### config.mk
export PLATFORM = sky130hd
export DESIGN_NAME = seq_det_ctrl
export DESIGN_NICKNAME = d
export VERILOG_FILES = /design/src/rtl/seq_det_pkg.sv /design/src/rtl/rr_arbiter.sv /design/src/rtl/seq_det_ctrl.sv
export SDC_FILE = /design/constraint.sdc
export NUM_CORES = 1
export LEC_CHECK = 0
export CORE_MARGIN = 5
export CORE_UTILIZATION = 40
export CTS_CLUSTER_DIAMETER = 50
export DETAILED_ROUTE_END_ITERATION = 10
export PLACE_DENSITY = 0.87
export SYNTH_ARGS = -nofsm -noshare
export SYNTH_HDL_FRONTEND = slang
export SYNTH_SLANG_ARGS = --single-unit
export TNS_END_PERCENT = 50
### constraint.sdc
create_clock -name clk -period 3 [get_ports clk]
set_input_delay 0.6 -clock clk [delete_from_list [all_inputs] [get_ports clk]]
set_output_delay 0.6 -clock clk [all_outputs]
set_load 0.03 [all_outputs]
### src/rtl/seq_det_pkg.sv
// Shared constants and FSM encoding for the serial pattern-detector scheduler.
package seq_det_pkg;

    localparam int unsigned PATTERN_LEN = 12;
    localparam logic [PATTERN_LEN-1:0] PATTERN = 12'b1110_1101_1011;

    typedef enum logic [2:0] {
        IDLE   = 3'd0,
        CLEAR  = 3'd1,
        SHIFT  = 3'd2,
        DRAIN  = 3'd3,
        REPORT = 3'd4
    } state_t;

endpackage

### src/rtl/rr_arbiter.sv
// Combinational round-robin arbiter: first asserted request at or after ptr wins.
module rr_arbiter #(
    parameter int unsigned NREQ = 4
) (
    input  logic [NREQ-1:0]         req,
    input  logic [$clog2(NREQ)-1:0] ptr,
    output logic                    any,
    output logic [NREQ-1:0]         grant_oh,
    output logic [$clog2(NREQ)-1:0] grant_idx
);

    localparam int unsigned IW = $clog2(NREQ);

    logic [IW-1:0] idx;

    always_comb begin
        any       = 1'b0;
        grant_oh  = '0;
        grant_idx = '0;
        idx       = '0;
        for (int unsigned i = 0; i < NREQ; i++) begin
            idx = IW'((32'(ptr) + i) % NREQ);
            if (!any && req[idx]) begin
                any           = 1'b1;
                grant_oh[idx] = 1'b1;
                grant_idx     = idx;
            end
        end
    end

endmodule

### src/rtl/seq_det_ctrl.sv
// Shares one serial 12-bit pattern detector among NREQ requesters, one word at a time.
// Optional macro SEQ_DET_CTRL_FIRSTPOS_EN adds res_first_o (index of the first match end).
module seq_det_ctrl
    import seq_det_pkg::*;
#(
    parameter int unsigned NREQ = 4,
    parameter int unsigned W    = 32,
    parameter int unsigned CW   = 5
) (
    input  logic                      clk,
    input  logic                      reset,
    input  logic [NREQ-1:0]           req_valid_i,
    input  logic [NREQ*W-1:0]         req_data_i,
    output logic [NREQ-1:0]           req_ready_o,
    output logic                      det_clr_o,
    output logic                      det_x_o,
    input  logic                      det_i,
    output logic                      res_valid_o,
    output logic [$clog2(NREQ)-1:0]   res_id_o,
    output logic [CW-1:0]             res_count_o,
`ifdef SEQ_DET_CTRL_FIRSTPOS_EN
    output logic [$clog2(W+1)-1:0]    res_first_o,
`endif
    input  logic                      res_ready_i
);

    localparam int unsigned IW = $clog2(NREQ);
    localparam int unsigned KW = $clog2(W);
    localparam logic [KW-1:0] K_LAST  = KW'(W - 1);
    localparam logic [CW-1:0] CNT_MAX = '1;

    state_t          state;
    logic [IW-1:0]   ptr;
    logic [IW-1:0]   gnt;
    logic [NREQ-1:0] gnt_oh;
    logic [W-1:0]    word;
    logic [KW-1:0]   k;
    logic [CW-1:0]   count;
    logic            hit;

    logic            arb_any;
    logic [NREQ-1:0] arb_oh;
    logic [IW-1:0]   arb_idx;

    logic [W-1:0]    req_words [NREQ];

    for (genvar r = 0; r < NREQ; r++) begin : g_unpack
        assign req_words[r] = req_data_i[r*W +: W];
    end

    rr_arbiter #(.NREQ(NREQ)) u_arb (
        .req       (req_valid_i),
        .ptr       (ptr),
        .any       (arb_any),
        .grant_oh  (arb_oh),
        .grant_idx (arb_idx)
    );

    // Detector output lags the shifted bit by one cycle: skip k=0, catch the last bit in DRAIN.
    assign hit = det_i && (((state == SHIFT) && (k != '0)) || (state == DRAIN));

    always_ff @(posedge clk) begin
        if (reset) begin
            state  <= IDLE;
            ptr    <= '0;
            gnt    <= '0;
            gnt_oh <= '0;
            word   <= '0;
            k      <= '0;
        end else begin
            case (state)
                IDLE: begin
                    if (arb_any) begin
                        gnt    <= arb_idx;
                        gnt_oh <= arb_oh;
                        state  <= CLEAR;
                    end
                end
                CLEAR: begin
                    word  <= req_words[gnt];
                    k     <= '0;
                    ptr   <= (gnt == IW'(NREQ - 1)) ? '0 : gnt + IW'(1);
                    state <= SHIFT;
                end
                SHIFT: begin
                    word <= {word[W-2:0], 1'b0};
                    if (k == K_LAST) begin
                        state <= DRAIN;
                    end else begin
                        k <= k + KW'(1);
                    end
                end
                DRAIN: begin
                    state <= REPORT;
                end
                REPORT: begin
                    if (res_ready_i) begin
                        state <= IDLE;
                    end
                end
                default: begin
                    state <= IDLE;
                end
            endcase
        end
    end

    always_ff @(posedge clk) begin
        if (reset) begin
            count <= '0;
        end else if (state == CLEAR) begin
            count <= '0;
        end else if (hit && (count != CNT_MAX)) begin
            count <= count + CW'(1);
        end
    end

    assign req_ready_o = (state == CLEAR) ? gnt_oh : '0;
    assign det_clr_o   = (state == CLEAR);
    assign det_x_o     = (state == SHIFT) && word[W-1];
    assign res_valid_o = (state == REPORT);
    assign res_id_o    = res_valid_o ? gnt : '0;
    assign res_count_o = res_valid_o ? count : '0;

`ifdef SEQ_DET_CTRL_FIRSTPOS_EN
    localparam int unsigned FW = $clog2(W + 1);

    logic [FW-1:0] first;

    // A pulse seen at step k marks a match ending on bit k-1; in DRAIN it is bit W-1.
    always_ff @(posedge clk) begin
        if (reset) begin
            first <= '0;
        end else if (state == CLEAR) begin
            first <= FW'(W);
        end else if (hit && (first == FW'(W))) begin
            first <= (state == DRAIN) ? FW'(W - 1) : FW'(k) - FW'(1);
        end
    end

    assign res_first_o = res_valid_o ? first : '0;
`endif

endmodule
Word level (Yosys, flattened, before mapping)
Index checks and enable logic that the tools add are counted.

storage, ports and cells
  memories kept = 0
  register bits = 53
  latch bits = 0
  memory bits (read-only) = 0
  output and inout port bits = 14
  RAM bits = 0

operators by class
  reduce and logical (&&, ||, !) cells = 22
  add/sub/neg operators = 6
  mux-type cells = 42
  shifts and indexed selects = 0
  divide/modulo/power cells = 0
  multipliers = 0
  order comparisons = 9
  bitwise gates (word level) = 4
  equality and inequality tests = 11

operators with widths
  kind                 number
  $bmux 32 s2          1
  $mux 32              2
  $pmux 32 s2          1
  $mux 4               5
  $pmux 3 s5           1
  $lt 2x3->1 const B   4
  $mux 1               12
  $mux 2               6
  $or 4x4->4           3
  $logic_and 1x1->1    11
  $add 5x1->5 const B  2
  $mux 5               2
  $pmux 5 s2           1
  $mux 3               3
  $bmux 1 s2           4
  $demux 1 s2          4
  $ge 2x1->1 const B   4
  $eq 3x2->1 const B   2
  $eq 5x5->1 const B   1
  $ne 5x5->1 const B   1
  $reduce_bool 5->1    1
  $add 2x1->2 const B  2
  $add 2x2->2 const B  2
  $ne 2x1->1 const B   2
  13 further kinds     17

Depth between registers and ports, before layout
  depth in word-level cells = 14
  depth in mapped cells = 10
  gate-level depth less buffers = 8

Cells and area by module
A second synthesis with hierarchy kept.

unflattened totals
  cells, all modules = 319
  area, all modules = 3507.1 um^2

modules (own cells, without submodules)
  module        area an instance (um^2)  sequential area each (um^2)  cells an instance  times used
  seq_det_ctrl  3088.0                   1061.0                       274                1
  rr_arbiter    419.2                    0.0                          45                 1

Least setup slack after synthesis
OpenSTA, ideal clock, no wires.

  kind = register to output
  start point = register state[1]
  end point = output res_count_o[0]
  data arrival time = 1.890 ns
  stages on the path, launching flop included = 4
  path slack = 0.510 ns
  data required time = 2.400 ns
  path through = dfxtp_1 -> buf_2 -> nor3b_1 -> and2_1

between the ends
  word-level cells in the longest chain between the ends = 2

ends and longest elaborated chain
  element                 line                 source
  start, declared         seq_det_ctrl.sv:32   state_t state;
  start signal, assigned  seq_det_ctrl.sv:64   state <= IDLE;
  start signal, assigned  seq_det_ctrl.sv:76   state <= CLEAR;
  start signal, assigned  seq_det_ctrl.sv:83   state <= SHIFT;
  $eq 3x3->1              seq_det_ctrl.sv:121  assign res_valid_o = (state == REPORT);
  named net res_valid_o   seq_det_ctrl.sv:18   output logic res_valid_o,
  $mux 5                  seq_det_ctrl.sv:123  assign res_count_o = res_valid_o ? count : '0;
  end, declared           seq_det_ctrl.sv:20   output logic [CW-1:0] res_count_o,

The timed path passes the listed nets, and every way through them passes these cells.

Worst setup path after layout
  start point = register state[0]
  end point = output req_ready_o[2]

between the ends
  word-level cells in the longest chain between the ends = 2

ends and longest elaborated chain
  element        line                 source
  $eq 3x1->1     seq_det_ctrl.sv:118  assign req_ready_o = (state == CLEAR) ? gnt_oh : '0;
  $mux 4         seq_det_ctrl.sv:118
  end, declared  seq_det_ctrl.sv:14   output logic [NREQ-1:0] req_ready_o,

No other way between the ends.

==> run metrics <==
#FFs+latches synth 53; Worst Clk Skew 0.009060 ns; htree depth 2; register area share after synthesis 0.2961; Mapped Cells 364; vias 3484; syn nets 511; Die Area 10950 µm²; met2 Usage GRT 0.3394; Slew @ Worst Pin 0.6489 ns; dominant synthesized flop cell dfxtp_1; first-pass GRT wire length 17500 µm; Worst EP required 2.40 ns; core area 8721 µm²; Async SR Flop Fraction 0; met1 global-route usage 0.2327; FMAX 0.3601 GHz; vias per cell 5.759; Setup CP Type register to primary output; post-synth top area share 0.2961; First-pass DRT Iterations 8; Starting Density 0.4109; # DRC 0; root buf cell clkbuf_8; final setup vio count 0; post-CTS setup repair buffer count 0; crit-path max FO 40; Synth area leader dfxtp_1; Hold Path Class register to register; Die W 104.7 µm; max-slew violation count 0; Crit path max-delay family simple AND/OR/NAND/NOR gates; met3 usage 0.04007; number of port buffers 149; synth unique cells 47; # nets final 643; Inserted Clock Buffers 5; PwrDens 558.2 nW/µm²; Slowest cell on crit path dfxtp_1; drt initial violations 169; standard-cell rows 34; YS warnings 0; count leader, synth dfxtp_1; setup tns final 0 ns; Comb power frac 0.485; gr busiest metal met2; pre-CTS setup slack 0.2664 ns; Pint 1.915 mW; Buf/Inv on CP 3; Final min period 2.777 ns; post-route ant nets 0; P_sw 1.038 mW; CTS tree yes; pin count of the biggest net entering global routing 41; Seq pwr share 0.326; arrival time at the worst endpoint 2.18 ns; synth top area cells dfxtp_1 30%, mux4_2 21%, a22oi_1 8.6%; CP max stage delay 0.53 ns; Sink Count 53; top-level port count 150; status complete, no violations; RSZ-0062 raised after global routing false; Resized cells post-CTS 0; Clock Latency Late Sink 0.30 ns; Setup WS post-layout 0.2233 ns; Worst setup SP type register; Post-CTS Hold Fix Bufs 0; CP Cell Sequence or3b_1 > inv_2 > buf_4 > and2_1 > buf_12; VDD IR-drop max 0.2977 mV; gr ovfl total 0; GP Congestion 0.8665; # diodes 0; Clock Power Share 0.189; Post-synth top cells 53 x dfxtp_1, 41 x a22oi_1, 40 x a21oi_1; initial antenna violation count 0; EDFF count, synth 0; # Max-Cap Violations 0; leakage 1.847 nW; clk slew on worst S/H paths 0.10 ns; share of layout cells above drive strength 1 0.1469; routed wire length 10790 µm; Post-Syn Area 3583 µm²; Slew headroom 0.5669; dpl hpwl 8460 µm; CTS Buffer Depth 2; drt wl/cell 17.84 µm; global-route usage over all layers 0.1914; syn_area_per_cell 9.845 µm²; fin crit share 0.9256; Syn-to-layout area delta 47.63%; Crit. End Element primary output; Die Span Y 104.7 µm; final hold viol count 0; Net Sw Frac 0.3516; vias in the first global route 3581
metal layers:
layer | share of wire | vias up
met4 | 0.020 | 0
met5 | 0 | -
met1 | 0.40 | 1643
met2 | 0.51 | 180
li1 | - | 1641
met3 | 0.071 | 20
worst min-delay path, cell delays in order, from the launching register on:
cell and delay [ns]:
dfxtp_1 0.34, a22oi_1 0.08, nor2_1 0.07
area by class of cell:
class | count | area [µm²]
Fill cell | 738 | 3431
Tap cell | 108 | 135.1
Sequential cell | 53 | 1064
Timing Repair Buffer | 159 | 1607
Clock buffer | 5 | 68.82
Multi-Input combinational cell | 270 | 2325
Clock inverter | 3 | 65.06
Inverter | 7 | 26.28
cells in the final DEF, fill, tap and decap left out, types with 3 or more instances in the layout:
cell type        synthesis  layout
nor2_1                  19      18
nor3_1                   6       6
clkbuf_8                 0       5
clkdlybuf4s50_1          0     145
mux2i_1                  8       8
o21ai_0                  6       6
and2_1                  13      13
nor3b_1                  5       5
a22oi_1                 41      41
buf_4                    3      10
o22a_1                   4       4
ha_1                    11      11
a21oi_1                 40      40
mux4_2                  34      34
dfxtp_1                 53      51
inv_1                    6       6
nand2_1                 39      39
a221oi_1                 4       4
xor2_1                   4       4
buf_12                   0       4
a21oi_2                  4       4
and3_1                   3       3
flip-flops by register name, indices dropped and copies added (netlist names):
| register | cells |
|---|---|
| ptr | 2 |
| k | 5 |
| count | 5 |
| gnt | 2 |
| word | 32 |
| gnt_oh | 4 |
| state | 3 |
path summary, 6_finish.rpt:
| check | endpoint | depth (start not counted) | from | slack [ns] |
|---|---|---|---|---|
| max | req_ready_o[2] | 5 | state[0] | 0.22 |
| min | word[0] | 2 | word[0] | 0.52 |
| max reg2reg | gnt_oh[0] | 7 | ptr[0] | 0.43 |
| min reg2reg | word[0] | 2 | word[0] | 0.52 |
cells by family (layout without fill, tap and decap cells):
family	after synthesis	after routing	synth area share
adders and majority gates	11	11	0.03841
muxes	44	44	0.2455
xor gates and xnor gates	6	6	0.01466
and+or+nand+nor	103	103	0.1501
AOI/OAI and AO/OA	106	106	0.1976
DFF	53	53	0.2961
buffers and inverters	41	174	0.05761
metrics by stage:
step                      utilization  instances  power, mW  area (µm²)  hold WS [ns]
after floorplan                     -        364      1.993        3583        0.4779
after global placement         0.5912        597      2.351        5156        0.4991
after detailed placement       0.5912        597      2.408        5156        0.5124
after CTS                      0.6066        605      2.976        5290        0.5360
after global routing           0.6066        605      3.141        5290        0.5777
final                          0.6066        605      2.953        5290        0.5237
power groups by stage:
stage	logic, mW	registers (mW)	clock network [mW]
CTS	1.44	0.964	0.577
detailed placement	1.43	0.979	0
finish	1.43	0.963	0.558
global route	1.56	0.983	0.601
floorplan	1.09	0.907	0
global placement	1.38	0.972	0
No activity file was read; power rests on OpenSTA's default activity.
